[src/rtl/rgb2yuv_csc.sv]
// rgb2yuv_csc: RGB565/RGB888 to 8-bit YCbCr converter with four run-time
// coefficient sets, 4:4:4 or co-sited 4:2:2 chroma output, a grey RGB565
// preview word, and sync/blank delay lines matched to the 3-clock pipeline.
module rgb2yuv_csc #(
  parameter int IN_FMT   = 0,
  parameter int IN_W     = 24,
  parameter int DEF_MODE = 0
) (
  input  logic            clk,
  input  logic            rst,
  input  logic            i_HSYNC,
  input  logic            i_VSYNC,
  input  logic            i_BLANK,
  input  logic [IN_W-1:0] i_display_data,
  input  logic [1:0]      i_mode,
  input  logic            i_fmt422,
  output logic            H_SYNC,
  output logic            V_SYNC,
  output logic            BLANK,
  output logic [7:0]      o_Y,
  output logic [7:0]      o_U,
  output logic [7:0]      o_V,
  output logic [7:0]      o_C,
  output logic            o_cphase,
  output logic [15:0]     display_data
);

  typedef enum logic [1:0] {
    CSC_601_FULL = 2'd0,
    CSC_601_LIM  = 2'd1,
    CSC_709_FULL = 2'd2,
    CSC_709_LIM  = 2'd3
  } csc_mode_e;

  localparam csc_mode_e RST_MODE = csc_mode_e'(2'(DEF_MODE));

  logic [7:0] r8, g8, b8;
  logic       unused_in;

  generate
    if (IN_FMT == 0) begin : g_565
      assign r8 = {i_display_data[15:11], i_display_data[15:13]};
      assign g8 = {i_display_data[10:5],  i_display_data[10:9]};
      assign b8 = {i_display_data[4:0],   i_display_data[4:2]};
    end else begin : g_888
      assign r8 = i_display_data[23:16];
      assign g8 = i_display_data[15:8];
      assign b8 = i_display_data[7:0];
    end
  endgenerate

  // Upper input bits are unused when a 16-bit source sits on a wider bus.
  assign unused_in = ^i_display_data;

  csc_mode_e          mode_r;
  logic               fmt_r;
  logic [2:0]         hs_d, vs_d, bl_d;
  logic signed [8:0]  coef [9];
  logic signed [8:0]  comp [3];
  logic               lim;
  logic signed [17:0] prod [9];
  logic               yoff_s1, fmt_s1, fmt_s2;
  logic signed [19:0] sum_y, sum_u, sum_v;
  logic [7:0]         y_sat, u_sat, v_sat;
  logic               ph;
  logic [7:0]         held_v;

  function automatic logic signed [19:0] sx(input logic signed [17:0] p);
    return {{2{p[17]}}, p};
  endfunction

  // Arithmetic >>8 of the rounded sum, clamped to 0..255.
  function automatic logic [7:0] sat8(input logic signed [19:0] s);
    if (s[19])
      return 8'h00;
    else if (s[18:16] != 3'b000)
      return 8'hFF;
    else
      return s[15:8];
  endfunction

  // Coefficient set for the active mode; rows are Y, U, V over R, G, B.
  always_comb begin
    case (mode_r)
      CSC_601_FULL: coef = '{9'sd77, 9'sd150, 9'sd29, -9'sd43, -9'sd85, 9'sd128,
                             9'sd128, -9'sd107, -9'sd21};
      CSC_601_LIM:  coef = '{9'sd66, 9'sd129, 9'sd25, -9'sd38, -9'sd74, 9'sd112,
                             9'sd112, -9'sd94, -9'sd18};
      CSC_709_FULL: coef = '{9'sd54, 9'sd183, 9'sd19, -9'sd29, -9'sd99, 9'sd128,
                             9'sd128, -9'sd116, -9'sd12};
      default:      coef = '{9'sd47, 9'sd157, 9'sd16, -9'sd26, -9'sd86, 9'sd112,
                             9'sd112, -9'sd102, -9'sd10};
    endcase
    lim     = (mode_r == CSC_601_LIM) || (mode_r == CSC_709_LIM);
    comp[0] = {1'b0, r8};
    comp[1] = {1'b0, g8};
    comp[2] = {1'b0, b8};
  end

  // Config is taken only at frame start, when the registered VSYNC rises.
  always_ff @(posedge clk or posedge rst) begin
    if (rst) begin
      mode_r <= RST_MODE;
      fmt_r  <= 1'b0;
    end else if (i_VSYNC && !vs_d[0]) begin
      mode_r <= csc_mode_e'(i_mode);
      fmt_r  <= i_fmt422;
    end
  end

  // Sync/blank delay lines matching the data latency.
  always_ff @(posedge clk or posedge rst) begin
    if (rst) begin
      hs_d <= '0;
      vs_d <= '0;
      bl_d <= '0;
    end else begin
      hs_d <= {hs_d[1:0], i_HSYNC};
      vs_d <= {vs_d[1:0], i_VSYNC};
      bl_d <= {bl_d[1:0], i_BLANK};
    end
  end

  assign H_SYNC = hs_d[2];
  assign V_SYNC = vs_d[2];
  assign BLANK  = bl_d[2];

  // Stage 1: nine signed products; Y offset and format travel with the pixel.
  always_ff @(posedge clk or posedge rst) begin
    if (rst) begin
      for (int unsigned k = 0; k < 9; k++) prod[k] <= '0;
      yoff_s1 <= 1'b0;
      fmt_s1  <= 1'b0;
    end else begin
      for (int unsigned k = 0; k < 9; k++) prod[k] <= coef[k] * comp[k % 3];
      yoff_s1 <= lim;
      fmt_s1  <= fmt_r;
    end
  end

  // Stage 2: sums with offset and rounding constant.
  always_ff @(posedge clk or posedge rst) begin
    if (rst) begin
      sum_y  <= '0;
      sum_u  <= '0;
      sum_v  <= '0;
      fmt_s2 <= 1'b0;
    end else begin
      sum_y  <= sx(prod[0]) + sx(prod[1]) + sx(prod[2]) +
                (yoff_s1 ? 20'sd4224 : 20'sd128);
      sum_u  <= sx(prod[3]) + sx(prod[4]) + sx(prod[5]) + 20'sd32896;
      sum_v  <= sx(prod[6]) + sx(prod[7]) + sx(prod[8]) + 20'sd32896;
      fmt_s2 <= fmt_s1;
    end
  end

  // Stage 3 shift/saturate.
  always_comb begin
    y_sat = sat8(sum_y);
    u_sat = sat8(sum_u);
    v_sat = sat8(sum_v);
  end

  // Output registers; ph is the phase the next active pixel will carry, so
  // o_cphase restarts at 0 on the first pixel after any blanking.
  always_ff @(posedge clk or posedge rst) begin
    if (rst) begin
      o_Y          <= '0;
      o_U          <= '0;
      o_V          <= '0;
      o_C          <= '0;
      o_cphase     <= 1'b0;
      display_data <= '0;
      ph           <= 1'b0;
      held_v       <= '0;
    end else begin
      o_Y          <= y_sat;
      o_U          <= u_sat;
      o_V          <= v_sat;
      display_data <= {y_sat[7:3], y_sat[7:2], y_sat[7:3]};
      if (!fmt_s2 || bl_d[1]) begin
        o_C      <= u_sat;
        o_cphase <= 1'b0;
        ph       <= 1'b0;
      end else if (!ph) begin
        o_C      <= u_sat;
        held_v   <= v_sat;
        o_cphase <= 1'b0;
        ph       <= 1'b1;
      end else begin
        o_C      <= held_v;
        o_cphase <= 1'b1;
        ph       <= 1'b0;
      end
    end
  end

endmodule

[config.mk]
export PLATFORM = sky130hd
export DESIGN_NAME = rgb2yuv_csc
export DESIGN_NICKNAME = d
export VERILOG_FILES = /design/src/rtl/rgb2yuv_csc.sv
export SDC_FILE = /design/constraint.sdc
export NUM_CORES = 1
export LEC_CHECK = 0
export CAP_MARGIN = 20
export CORE_UTILIZATION = 69
export DETAILED_ROUTE_END_ITERATION = 10
export GPL_TIMING_DRIVEN = 0
export PLACE_DENSITY_LB_ADDON = 0.05
export SYNTH_ARGS = -nofsm -noshare
export SYNTH_HDL_FRONTEND = slang
export SYNTH_SLANG_ARGS = --single-unit
[constraint.sdc]
create_clock -name clk -period 23.4 [get_ports clk]
set_input_delay 4.68 -clock clk [delete_from_list [all_inputs] [get_ports clk]]
set_output_delay 4.68 -clock clk [all_outputs]
set_load 0.02 [all_outputs]
Word-level counts from Yosys, hierarchy flattened

Index checks and enable logic that the tools add are counted.

$add $sub $neg: 9
Multipliers: 9
Div/mod/pow operators: 0
$lt $le $gt $ge: 0
Equality and inequality tests: 3
Shift-type cells: 0
Muxes and demuxes: 14
Bitwise operators: 2
Reduce and logical (&&, ||, !) cells: 10

Operators by type and width:

| kind                     | count |
|---|---|
| $pmux W79 S3             | 1 |
| $mul A9 B9 Y18           | 9 |
| $mux W8                  | 8 |
| $add A19 B18 Y20         | 3 |
| $add A18 B18 Y19         | 3 |
| $add A20 B17 Y20 const B | 2 |
| $add A20 B14 Y20         | 1 |
| $mux W13                 | 1 |
| $reduce_bool A3 Y1       | 3 |
| $eq A2 B2 Y1 const B     | 2 |
| $mux W1                  | 4 |
| $eq A2 B1 Y1 const B     | 1 |
| $logic_not A1 Y1         | 2 |
| $logic_not A2 Y1         | 1 |
| $logic_or A1 B1 Y1       | 2 |
| $not A1 Y1               | 2 |
| $reduce_and A2 Y1        | 1 |
| $logic_and A1 B1 Y1      | 1 |

Register bits after elaboration: 295
Latch bits: 0
Memory bits (writable): 0
Memory bits (read-only): 0
Input port bits: 32
Output and inout bits: 52
Word-level logic and storage cells: 75
Memories kept: 0

Logic depth before layout (Yosys ltp)

Word-level depth: 5
Mapped depth: 24
Depth with buffers taken out: 22

Worst setup path after synthesis

OpenSTA, ideal clock, no wires.

Path kind: input port to flip-flop
Start point: input i_display_data[5]
End point: register prod[89] in the netlist's numbering
Setup time: 134 ps
Arrival: 8,794 ps
Required time: 23,266 ps
Slack: 14,472 ps
Cell stages on the path: 14
Path buffers: 0
Cell sequence: fa_1 -> inv_1 -> fa_1 -> fa_1 -> fa_1 -> inv_1 -> ha_1 -> and2_1 -> a31o_2 -> or4_1 -> a21o_1 -> a31o_2 -> a21oi_2 -> xnor2_1

Longest elaborated chain between the ends: 1

RTL lines:

| element        | line | text |
|---|---|---|
| from (decl)    | 14   | `input logic [IN_W-1:0] i_display_data,` |
| $mul A9 B9 Y18 | 135  | `for (int unsigned k = 0; k < 9; k++) prod[k] <= coef[k] * comp[k % 3];` |
| to (decl)      | 61   | `logic signed [17:0] prod [9];` |

Every way passes these cells.
A chain may end at the register's enable or synchronous reset.

Worst setup path in the final report

Start point: input i_display_data[3]
End point: register prod[16] in the netlist's numbering

Same word-level chain as after synthesis.

==> impl_metrics.tcl <==
set metrics [dict create \
    layout-drive-gt1-share 0.0419 \
    syn_inst 2440 \
    drc_errors 10 \
    cap_violations 0 \
    synth_cell_type_count 73 \
    root_buffer "clkbuf_16" \
    dp_cells 2985 \
    dr.pass1.iters 8 \
    grt_antenna_before_repair 4 \
    die_x_um 192 \
    clock_latency_ns 0.58 \
    worst_ep_arrival_time_ns 10.84 \
    synth_area_um2 25000 \
    violations "DRC" \
    stdcell_count 3036 \
    wl_per_cell_um 18.3 \
    maxSlewViolCount 0 \
    post_cts_buffers 0 \
    worstSetupPathType "input port to flop" \
    placementRows 69 \
    cts_resized 0 \
    n_antenna_cell 0 \
    grt_use_total 0.321 \
    yosysTopAreaCell "fa_1" \
    drt-initial-drc-count 769 \
    start_util 0.702 \
    yosysSeqAreaShare 0.238 \
    io_buffers 75 \
    synthArstFlopShare 1.00 \
    h-tree-depth 1 \
    path_cells "clkdlybuf4s50_1 > inv_1 > nor3_1 > inv_1 > fa_1 > inv_1 > ha_1 > ha_1 > inv_1 > fa_1 > inv_1 > ha_1 > fa_1 > a21o_1 > a21oi_1 > o21bai_1 > a21oi_1 > o211ai_1 > o311ai_0" \
    slowest_delay_ns 0.86 \
    rsz0062_at_grt "no" \
    drt_wl_total_um 55500 \
    ys_ff_latch 238 \
    ys.flop_type "dfrtp_1" \
    crit_top_cell "inv_1" \
    tightest_slew_ns 1.04 \
    grt_max_degree 92 \
    overflow 0 \
    fin_area_um2 27500 \
    gp_congestion 0.963 \
    areaGrowthSynthToFinish_pct 9.71 \
    dieArea_um2 37100 \
    synth.area.top_cells "fa_1 (26%), dfrtp_1 (24%), ha_1 (21%)" \
    cts_inserted_buffers 28 \
    synth_top_area_frac 0.256 \
    hpwlAfterDp_um 46300 \
    cts_num_sinks 238 \
    synth_edf_count 0 \
    path_clk_slew_ns 0.06 \
    hp-class "flop to flop" \
    syn-mean-instance-area_um2 10.3 \
    hold_ws_ns 0.348 \
    finish.net_count 3324 \
    antenna_left 0 \
    period_share 0.447 \
    place_area_um2 26500 \
    io-pin-count 84 \
    holdBufCountCts 0 \
    num_vias 16800 \
    first_global_vias 17900 \
    grt_pass1_wl_um 90400 \
    dieHeight_um 192 \
    max-slew-margin-rel 0.303 \
    period_minus_slack_ns 10.46 \
    cts_buffer_depth 3 \
    cp-end-kind "flop" \
    crit_fanout 9 \
    critPathLaunchType "input port" \
    avgViaCountPerCell 5.53 \
    core-area_um2 35700 \
    ys.warnings.count 0 \
    status "complete, but fails checks" \
    critPathRequiredTime_ns 23.79 \
    cts_tree "yes" \
    fin_skew_ns 0.0162 \
    hold_viol_final 0 \
    setup_viol 0 \
    setup_tns_ns 0 \
    slowest_stage "clkdlybuf4s50_1" \
    clock.fmax_mhz 95.6 \
]
## sequential cells by signal (all words and copies together) (netlist names)
name and cells:
bl_d 3, sum_u 12, prod 147, mode_r 2
ph 1, yoff_s1 1, o_V 8, o_U 8
o_C 8, vs_d 3, hs_d 3, o_Y 2
held_v 8, fmt_r 1, fmt_s2 1, display_data 6
sum_v 12, fmt_s1 1, sum_y 10, o_cphase 1
## cell type report
| class | instances | area [um^2] |
|---|---|---|
| clock buffer | 33 | 749 |
| timing repair buffer | 77 | 806 |
| buffer | 38 | 204 |
| sequential | 238 | 5960 |
| multi-input combinational | 1559 | 16600 |
| fill | 2476 | 8190 |
| clock inverter | 18 | 265 |
| tap | 461 | 577 |
| inverter | 612 | 2300 |
## routing by layer
| layer | track usage | vias up | wire (um) |
|---|---|---|---|
| met3 | 0.0387 | 115 | 2850 |
| met4 | 0.113 | 4 | 1950 |
| met5 | 0 | - | 31 |
| met1 | 0.435 | 8491 | 24000 |
| met2 | 0.537 | 381 | 26700 |
| li1 | - | 7807 | - |
## cell usage after synthesis (all sizes together) (9+ instances only)
library cell / n
inv: 611
ha: 418
fa: 320
dfrtp: 238
nor2: 132
nand2: 112
xnor2: 81
a21oi: 77
o21ai: 43
and2: 41
nand2b: 41
a21o: 34
xor2: 34
nor2b: 27
nor3: 24
o21a: 22
clkbuf: 20
buf: 18
nand3: 16
or3: 11
mux2: 10
a211oi: 9
## critical path: cells and delay by family
kind,cells,cell delay [ns]
adder cells (fa/ha/maj),6,2.22
AND/OR/NAND/NOR,1,0.60
AO/OA/AOI/OAI,6,1.77
buffers and inverters,6,1.56
## cells by family (layout without fill, tap and decap cells)
family | count (synthesis) | after routing | synth area share
compound gates | 245 | 245 | 0.0664
xor+xnor | 115 | 115 | 0.0402
other cells | 2 | 9 | 0.000300
simple gates | 442 | 442 | 0.0860
flops | 238 | 238 | 0.238
mux | 10 | 10 | 0.00450
buf+inv | 650 | 778 | 0.0999
fa+ha+maj | 738 | 738 | 0.465
## cell usage in the layout, fill, tap and decap left out, types with 74 or more instances in the layout
| master | count |
|---|---|
| ha_1 | 418 |
| dfrtp_1 | 238 |
| inv_1 | 610 |
| xnor2_1 | 81 |
| nor2_1 | 132 |
| nand2_1 | 112 |
| fa_1 | 320 |
| a21oi_1 | 74 |
| clkdlybuf4s50_1 | 75 |
## worst paths after layout
path / endpoint / start / cells after the start / slack, ns
setup / recovery: prod[16]$_DFF_PP0_ / i_display_data[3] / 19 / 12.94
hold / removal: fmt_s2$_DFF_PP0_ / fmt_s1$_DFF_PP0_ / 0 / 0.35
setup reg to reg: prod[35]$_DFF_PP0_ / mode_r[0]$_DFFE_PP0P_ / 20 / 15.82
hold reg to reg: fmt_s2$_DFF_PP0_ / fmt_s1$_DFF_PP0_ / 0 / 0.35
max in group asynchronous: prod[71]$_DFF_PP0_ / rst / 4 / 17.67
min in group asynchronous: hs_d[2]$_DFF_PP0_ / rst / 2 / 4.52
## metrics by stage
stage / util / setup WS, ns
after floorplan: - / 12.19
after global placement: 0.740 / 9.61
after detailed placement: 0.742 / 12.37
after CTS: 0.770 / 13.01
after global routing: 0.770 / 12.71
final: 0.770 / 12.94
Power is left out: the tool's default activity adds up to more than one toggle a clock period on the data nets, which glitch-free logic cannot reach.
==> RTL edit (same settings) <==
Change the parameter `DEF_MODE` from 0 to 1.
--- a/src/rtl/rgb2yuv_csc.sv
+++ b/src/rtl/rgb2yuv_csc.sv
@@ -4,7 +4,7 @@
 module rgb2yuv_csc #(
   parameter int IN_FMT   = 0,
   parameter int IN_W     = 24,
-  parameter int DEF_MODE = 0
+  parameter int DEF_MODE = 1
 ) (
   input  logic            clk,
   input  logic            rst,
Formal check against the unedited RTL: not equivalent (a bounded check fails within 4 cycles, from zero or initial values and one cycle with rst high).
==> RTL edit against the unedited design <==
  * The flow still finishes with violations (DRC)
  * Non-clock buffer count did not move
  * Design area fell by 0.12%
  * Sequential cell count did not move
  * Die area barely moved
  * First-iteration DRC count rose by 8.3%
  * Maximum frequency fell by 0.96%
  * Setup slack got worse by 0.10 ns
  * Wire length fell by 0.30%
  * Area after synthesis barely moved
  * Count of clock-buffer cells in the layout rose by 4
Power is left out: the tool's default activity adds up to more than one toggle a clock period on the data nets, which glitch-free logic cannot reach.
==> RTL edit: results (changes against the unedited design) <==
Setup slack of the worst register-to-register path: 15.90 ns (+0.08 ns). The met2 wirelength from detailed routing came out at 26500 um (-0.70%). In this run the critical register-to-register path is launched from mode_r[0]. The tools report the remaining design rule violation count as 16 (+6).

For the fill cell instance count of the final layout, the log shows 2434 (-1.7%). The commonest cells after synthesis are 611 x sky130_fd_sc_hd__inv_1, 418 x sky130_fd_sc_hd__ha_1, 320 x sky130_fd_sc_hd__fa_1. Share of final-layout standard cells stronger than drive strength 1: 0.0404 (-0.00154).

The checks that failed: DRC. The maximum number of pins on one net before global-route repair was 85 (-7.6%). The global-route met3 utilization was 0.0511 (+0.0124); the number of global-route vias before repair was 17535 (-1.9%).

The initial DRC count came out at 833 (+8.3%). Vias after detailed routing: 16535 (-1.6%). The worst hold path begins at hs_d[0]. The run finished, with violations left. The met1 layer wirelength in the final routing was 24300 um (+1.1%). Final period utilization: 0.451 (+0.00432). The average wire per standard cell is 18.2 um (-0.34%), and the number of distinct library cells after synthesis is 74 (+1.4%).

The run gives 0.347 ns (-0.00154 ns) as the final-layout worst hold slack. The first-pass GRT wire length is 89600 um (-0.89%), and the half-perimeter wire length after placement is 46200 um (-0.12%). The final worst clock skew was 0.0141 ns (-0.00211 ns); the clock buffer count from CTS was 27 (-3.6%). The last weighted congestion value of the routability-driven placer came out at 0.947 (-1.7%). The destination of the worst hold path was hs_d[1]. Sequential share of the synthesized area: 0.238 (about the same). The met2 usage in global routing was 0.537 (about the same). For the post-place setup slack, the log shows 12.47 ns (+0.107 ns). The quantity of I/O buffers inserted on ports was 75 (unchanged); the depth of the CTS H-tree was 1 (unchanged).

For the clock latency on the worst-skew pair, the log shows 0.56 ns (-0.02 ns). By area the synthesized netlist is led by sky130_fd_sc_hd__fa_1 26%, sky130_fd_sc_hd__dfrtp_1 24%, sky130_fd_sc_hd__ha_1 21%. The arrival time reported for the critical path endpoint was 10.92 ns (+0.08 ns).
==> RTL edit: changes by cell type after synthesis, sizes merged <==
cell   unedited run  this run
dfstp             0         1
dfrtp           238       237
==> RTL edit: cell families after synthesis <==
family,count (synthesis),synth area share
AO/OA/AOI/OAI,245,0.0664
XOR/XNOR,115,0.0402
adder cells (fa/ha/maj),738,0.465
buffers and inverters,650,0.0999
flip-flops,238,0.238
multiplexers,10,0.00450
other,2,0.000300
AND/OR/NAND/NOR,442,0.0860
==> RTL edit: metrics by stage <==
step                std cells  cell area, sq um
floorplan                2447             25100
global placement         2983             26400
detailed placement       2985             26500
CTS                      3035             27400
global route             3035             27400
finish                   3037             27400
==> RTL edit: layout make-up <==
type / count / share of cell area
Buffer: 38 / 0.00743
Multi-Input combinational cell: 1559 / 0.605
Clock buffer: 37 / 0.0275
Sequential cell: 238 / 0.217
Antenna cell: 2 / 0.000182
Inverter: 612 / 0.0840
Clock inverter: 13 / 0.00812
Tap cell: 461 / 0.0210
Timing Repair Buffer: 77 / 0.0294
